### config.mk
export PLATFORM = sky130hd
export DESIGN_NAME = execute_stage_param
export DESIGN_NICKNAME = d
export VERILOG_FILES = /design/src/rtl/execute_stage_param.sv
export SDC_FILE = /design/constraint.sdc
export NUM_CORES = 1
export LEC_CHECK = 0
export ABC_AREA = 1
export CAP_MARGIN = 15
export CORE_MARGIN = 8
export CORE_UTILIZATION = 41
export CTS_CLUSTER_SIZE = 25
export DETAILED_ROUTE_END_ITERATION = 16
export SLEW_MARGIN = 10
export SYNTH_ARGS = -nofsm -noshare
export SYNTH_HDL_FRONTEND = slang
export SYNTH_SLANG_ARGS = --single-unit
### constraint.sdc
create_clock -name clk -period 3.45 [get_ports clk]
set_input_delay 0.5175 -clock clk [delete_from_list [all_inputs] [get_ports clk]]
set_output_delay 0.5175 -clock clk [all_outputs]
set_load 0.02 [all_outputs]
### src/rtl/execute_stage_param.sv
// Execute stage: operand select, ALU with registered {C,N,Z} flags, branch resolution,
// a shift-add multiplier and valid/ready handshakes on both sides.
module execute_stage_param #(
  parameter int WIDTH  = 16,
  parameter bit MUL_EN = 1'b1
) (
  input  logic             clk,
  input  logic             rst,
  input  logic             inValid,
  output logic             inReady,
  input  logic             aluOp,
  input  logic             aluSrc,
  input  logic             branch,
  input  logic [2:0]       func,
  input  logic [WIDTH-1:0] readData1,
  input  logic [WIDTH-1:0] readData2,
  input  logic [WIDTH-1:0] immediate,
  output logic             outValid,
  input  logic             outReady,
  output logic [WIDTH-1:0] aluResult,
  output logic [2:0]       flags,
  output logic             branchTaken
);
  localparam int SW = $clog2(WIDTH);
  localparam logic [SW-1:0] LAST = SW'(WIDTH - 1);

  typedef enum logic {IDLE, MUL} state_t;

  state_t             state_reg;
  logic [WIDTH-1:0]   result_reg;
  logic [2:0]         flags_reg;
  logic               valid_reg;
  logic               taken_reg;
  logic [2*WIDTH-1:0] mcand_reg;
  logic [2*WIDTH-1:0] acc_reg;
  logic [WIDTH-1:0]   mplier_reg;
  logic [SW-1:0]      count_reg;

  logic [WIDTH-1:0]   op_b;
  logic [WIDTH:0]     wide;
  logic [WIDTH-1:0]   alu_res;
  logic               alu_c;
  logic               flag_upd;
  logic               cond;
  logic               accept;
  logic               mul_start;
  logic [2*WIDTH-1:0] acc_next;

  assign inReady   = (state_reg == IDLE) & (~valid_reg | outReady) & rst;
  assign accept    = inValid & inReady;
  assign mul_start = MUL_EN & aluOp & ~branch & (func == 3'b111);
  assign acc_next  = mplier_reg[0] ? acc_reg + mcand_reg : acc_reg;

  assign outValid    = valid_reg;
  assign aluResult   = result_reg;
  assign flags       = flags_reg;
  assign branchTaken = taken_reg;

  // Carry/borrow and the last shifted-out bit all land in wide[WIDTH].
  always_comb begin
    op_b     = aluSrc ? immediate : readData2;
    wide     = '0;
    alu_res  = readData1;
    alu_c    = 1'b0;
    flag_upd = 1'b0;
    if (aluOp) begin
      case (func)
        3'b001: begin
          wide     = {1'b0, readData1} + {1'b0, op_b};
          alu_res  = wide[WIDTH-1:0];
          alu_c    = wide[WIDTH];
          flag_upd = 1'b1;
        end
        3'b010: begin
          wide     = {1'b0, readData1} - {1'b0, op_b};
          alu_res  = wide[WIDTH-1:0];
          alu_c    = wide[WIDTH];
          flag_upd = 1'b1;
        end
        3'b011: begin alu_res = readData1 & op_b; flag_upd = 1'b1; end
        3'b100: begin alu_res = readData1 | op_b; flag_upd = 1'b1; end
        3'b101: begin alu_res = ~readData1;       flag_upd = 1'b1; end
        3'b110: begin
          wide     = {1'b0, readData1} << op_b[SW-1:0];
          alu_res  = wide[WIDTH-1:0];
          alu_c    = wide[WIDTH];
          flag_upd = 1'b1;
        end
        default: alu_res = readData1;
      endcase
    end
  end

  always_comb begin
    case (func)
      3'b000:  cond = 1'b1;
      3'b001:  cond = flags_reg[0];
      3'b010:  cond = flags_reg[1];
      3'b011:  cond = flags_reg[2];
      default: cond = 1'b0;
    endcase
  end

  always_ff @(posedge clk) begin
    if (!rst) begin
      state_reg  <= IDLE;
      result_reg <= '0;
      flags_reg  <= '0;
      valid_reg  <= 1'b0;
      taken_reg  <= 1'b0;
      mcand_reg  <= '0;
      acc_reg    <= '0;
      mplier_reg <= '0;
      count_reg  <= '0;
    end else begin
      if (outReady) valid_reg <= 1'b0;
      case (state_reg)
        IDLE: begin
          if (accept && mul_start) begin
            state_reg  <= MUL;
            mcand_reg  <= {{WIDTH{1'b0}}, readData1};
            mplier_reg <= op_b;
            acc_reg    <= '0;
            count_reg  <= '0;
          end else if (accept) begin
            valid_reg <= 1'b1;
            if (branch) begin
              result_reg <= readData1;
              taken_reg  <= cond;
              // A taken conditional branch consumes the flag it tested.
              if (cond && func != 3'b000) flags_reg[func[1:0] - 2'd1] <= 1'b0;
            end else begin
              result_reg <= alu_res;
              taken_reg  <= 1'b0;
              if (flag_upd)
                flags_reg <= {alu_c, alu_res[WIDTH-1], alu_res == '0};
            end
          end
        end
        MUL: begin
          acc_reg    <= acc_next;
          mcand_reg  <= mcand_reg << 1;
          mplier_reg <= mplier_reg >> 1;
          count_reg  <= count_reg + 1'b1;
          if (count_reg == LAST) begin
            state_reg  <= IDLE;
            valid_reg  <= 1'b1;
            taken_reg  <= 1'b0;
            result_reg <= acc_next[WIDTH-1:0];
            flags_reg  <= {|acc_next[2*WIDTH-1:WIDTH], acc_next[WIDTH-1],
                           acc_next[WIDTH-1:0] == '0};
          end
        end
        default: state_reg <= IDLE;
      endcase
    end
  end
endmodule

==> results of run 1 <==
repair_timing:
item / in CTS / in global routing
endpoints found under the setup margin: 3 / 1
resized for setup: 2 / 4
cloned: 0 / 0
stage by stage:
step	instances	area (sq um)	setup WS [ns]	total power [mW]
detailed placement	2444	13300	-0.422	2.58
finish	2460	13600	0.271	3.68
global route	2460	13600	0.00120	3.86
floorplan	1912	11000	0.521	1.94
CTS	2460	13600	0.235	3.68
global placement	2444	13300	-0.437	2.58
area by class of cell:
class | instances | area (sq um) | share of cell area (%)
Multi-Input combinational cell | 1509 | 7670 | 56.5
Timing Repair Buffer | 263 | 2200 | 16.2
Sequential cell | 106 | 2120 | 15.6
Inverter | 225 | 852 | 6.27
Tap cell | 341 | 427 | 3.14
Clock buffer | 9 | 225 | 1.66
Clock inverter | 7 | 81.3 | 0.599
Yosys cell counts (21+ instances only):
cell type / instances
nand2_1: 703
inv_1: 210
nand3_1: 188
a21oi_1: 126
nor2_1: 126
dfxtp_1: 106
ha_1: 91
o21ai_0: 57
clkbuf_1: 40
a31oi_1: 30
nor3_1: 28
nand4_1: 26
or2_2: 21
worst register-to-register path: stages (launching register included):
cell and delay, ns:
dfxtp_1 0.34, ha_1 0.26, fa_1 0.43, nand3_1 0.09, nand3_1 0.16, nand3_1 0.12, nand3_1 0.24, nand2_1 0.17
nand3b_1 0.08, nand3_1 0.09, nand2_1 0.07, nor2_1 0.11, nand2_1 0.07, nor2_1 0.23, nand2_1 0.13, nand2_1 0.08
nand3_1 0.07, nand2_1 0.06, inv_1 0.04
report_power, final:
part	internal, mW	switching, mW	total (mW)
logic	0.560	0.757	1.32
clock network	0.578	0.525	1.10
registers	1.24	0.0141	1.26
cell families after synthesis:
kind of cell | Yosys count | share of synthesized area, %
buffers and inverters | 297 | 10.8
DFF | 106 | 19.4
and+or+nand+nor | 1119 | 43.0
adders and majority gates | 94 | 10.9
AOI/OAI and AO/OA | 281 | 14.7
xor gates and xnor gates | 15 | 1.20
per-layer routing:
layer / routed length [um] / track usage [%]
met1: 19500 / 34.5
met2: 20100 / 44.8
met3: 2060 / 1.51
met4: 969 / 7.07
met5: 0 / 0
worst min path at each step:
stage | startpoint | end | slack (ns) | cells after the start
floorplan | mplier_reg[15] | mplier_reg[15] | 0.44 | 2
global placement | mplier_reg[15] | mplier_reg[15] | 0.45 | 2
detailed placement | mplier_reg[15] | mplier_reg[15] | 0.46 | 2
CTS | mplier_reg[15] | mplier_reg[15] | 0.47 | 2
global route | mplier_reg[15] | mplier_reg[15] | 0.49 | 2
finish | mplier_reg[8] | mplier_reg[8] | 0.47 | 2
==> metrics.md, run 1 <==
| Metric | Value |
|---|---|
| Max Buffers Root-to-Sink | `2` |
| Ys async rst share | `0%` |
| Overall Global Routing Usage | `between 20% and 30%` |
| RSZ-0062 raised after global routing | `no` |
| Fillers | `between 2000 and 3000` |
| Largest stage delay on the critical path | `about 0.39 ns` |
| Postcts setup bufs | `0` |
| TritonRoute pass-1 iters | `6` |
| Fin util | `approximately half` |
| Crit path DAT | `~3.5 ns` |
| Yosys warns | `0` |
| Sequential cell area fraction in the yosys report | `between 10% and 20%` |
| DIE HEIGHT | `between 150 and 200 um` |
| EDFF count, synth | `0` |
| Most used cell, CP | `nand2_1` |
| Antenna violations before repair | `0` |
| Clk sink count | `approximately 110` |
| DRC viols | `0` |
| Maximum clock frequency | `approximately 0.31 GHz` |
| Startpoint Class | `input pin` |
| Post-synth top flop | `dfxtp_1` |
| CTS tree | `yes` |
| # setup viols final | `0` |
| Clk_skew | `approximately 0.011 ns` |
| Crit path max-delay family | `simple AND/OR/NAND/NOR gates` |
| R2R Setup Slk | `between 0.5 and 0.6 ns` |
| Critical-path maximum fanout | `3` |
| Final period utilization | `92.2%` |
| CP max stage cell | `clkdlybuf4s50_1` |
| Top post-synthesis cells by area | `nand2_1, dfxtp_1, ha_1` |
| Row count | `60` |
| Worst Max-Slew Pin Slew | `~1.0 ns` |
| RR Startpoint | `mcand_reg[0]` |
| Final Hold Viols | `0` |
| Stages on worst setup path | `21` |
| Most frequent cells in the layout | `nand2_1, inv_1, nand3_1` |
| Crit path capture | `flags[0]` |
| Core area | `between 0.02 and 0.03 sq mm` |
| Slew headroom | `around a third` |
| Vias | `approximately 13000` |
| Number of global-route vias before repair | `about 12000` |
| Setup tns final | `0 ns` |
| Setup CP Type | `input pin to register` |
| H-tree levels | `3` |
| Gr ovfl total | `0` |
| Slew Viols, Final | `0` |
| DIE WIDTH | `180 um` |
| Synth Register Bits | `about 110` |
| Vias per cell | `5.26` |
| Layout area overhead | `23.9%` |
| Largest net degree at the start of global routing | `90` |
| Post-synth top area cell | `nand2_1` |
| Initial DRC Count | `1030` |
| WHS | `roughly 0.47 ns` |
| Mean area per synthesized cell | `~5.7 sq um` |
| Port Buffer Count | `~80` |
| First-pass GRT wire length | `between 60000 and 70000 um` |
| Tmin final | `approximately 3.2 ns` |
| Drt wl/cell | `~17 um` |
| Number of max-cap violations | `0` |
| Worst Path Required | `~3.7 ns` |
| Syn Inst Count | `about 1900` |
| Unique masters post-synth | `47` |
| Worst reg2reg path depth | `18` |
| Synthesized cell area | `between 0.01 and 0.015 sq mm` |
| Outcome | `finished clean` |
| Layout cell share with drive strength beyond 1 | `between 10% and 20%` |
| Hold Path Class | `register to register` |
| # IOs | `80` |
| Insertion delay to the later sink of the worst-skew pair | `0.36 ns` |
| Final #Nets | `~2300` |
| Clk pin slew, worst setup/hold paths | `0.08 ns` |
| Total wire length | `42600 um` |
| Setup crit start | `immediate[8]` |
| Most common cell after layout, fill and taps aside | `nand2_1` |
| Bufs and invs on worst path | `4` |
| Antenna viol nets, final | `0` |
| Power Density | `~270 mW/mm^2` |
| FF-to-FF End | `flags[2]` |
| Initial Util | `between 40% and 50%` |
| Pleak | `about 6.7 nW` |
| CP Capture Type | `register` |
| Synth top area share | `24.1%` |
| Antenna cells | `0` |
| GPL Wtd Cong | `0.966` |
| Hold_buf cts | `0` |
| Die ar. | `roughly 0.032 sq mm` |
| Clk root buf | `clkbuf_16` |
| Cell Chain, Critical Path | `clkdlybuf4s50_1 > or2_2 > o21ai_1 > buf_4 > ha_1 > buf_4 > nand2_1 > inv_1 > a21oi_1 > nor2_1 > nor3_1 > nand3_1 > nand3_1 > nand3_1 > nand2_1 > nand2_1 > nor2_1 > nand2_1 > nand2_1 > nand2_1 > a21oi_2` |
| Hpwl dp | `~34000 um` |
| Worst vdd ir | `roughly 230 uV` |
| Cts bufs inserted | `9` |
| Post-Syn Nets | `around 2100` |
(Power assumes the default switching activity.)
==> inputs of run 2 (changes only) <==
--- a/config.mk
+++ b/config.mk
@@ -9,7 +9,7 @@
 export CAP_MARGIN = 15
 export CORE_MARGIN = 8
 export CORE_UTILIZATION = 41
-export CTS_CLUSTER_SIZE = 25
+export CTS_CLUSTER_SIZE = 14
 export DETAILED_ROUTE_END_ITERATION = 16
 export SLEW_MARGIN = 10
 export SYNTH_ARGS = -nofsm -noshare
==> results of run 2 <==
The final DEF is identical to that of run 1; final timing and power are the same.
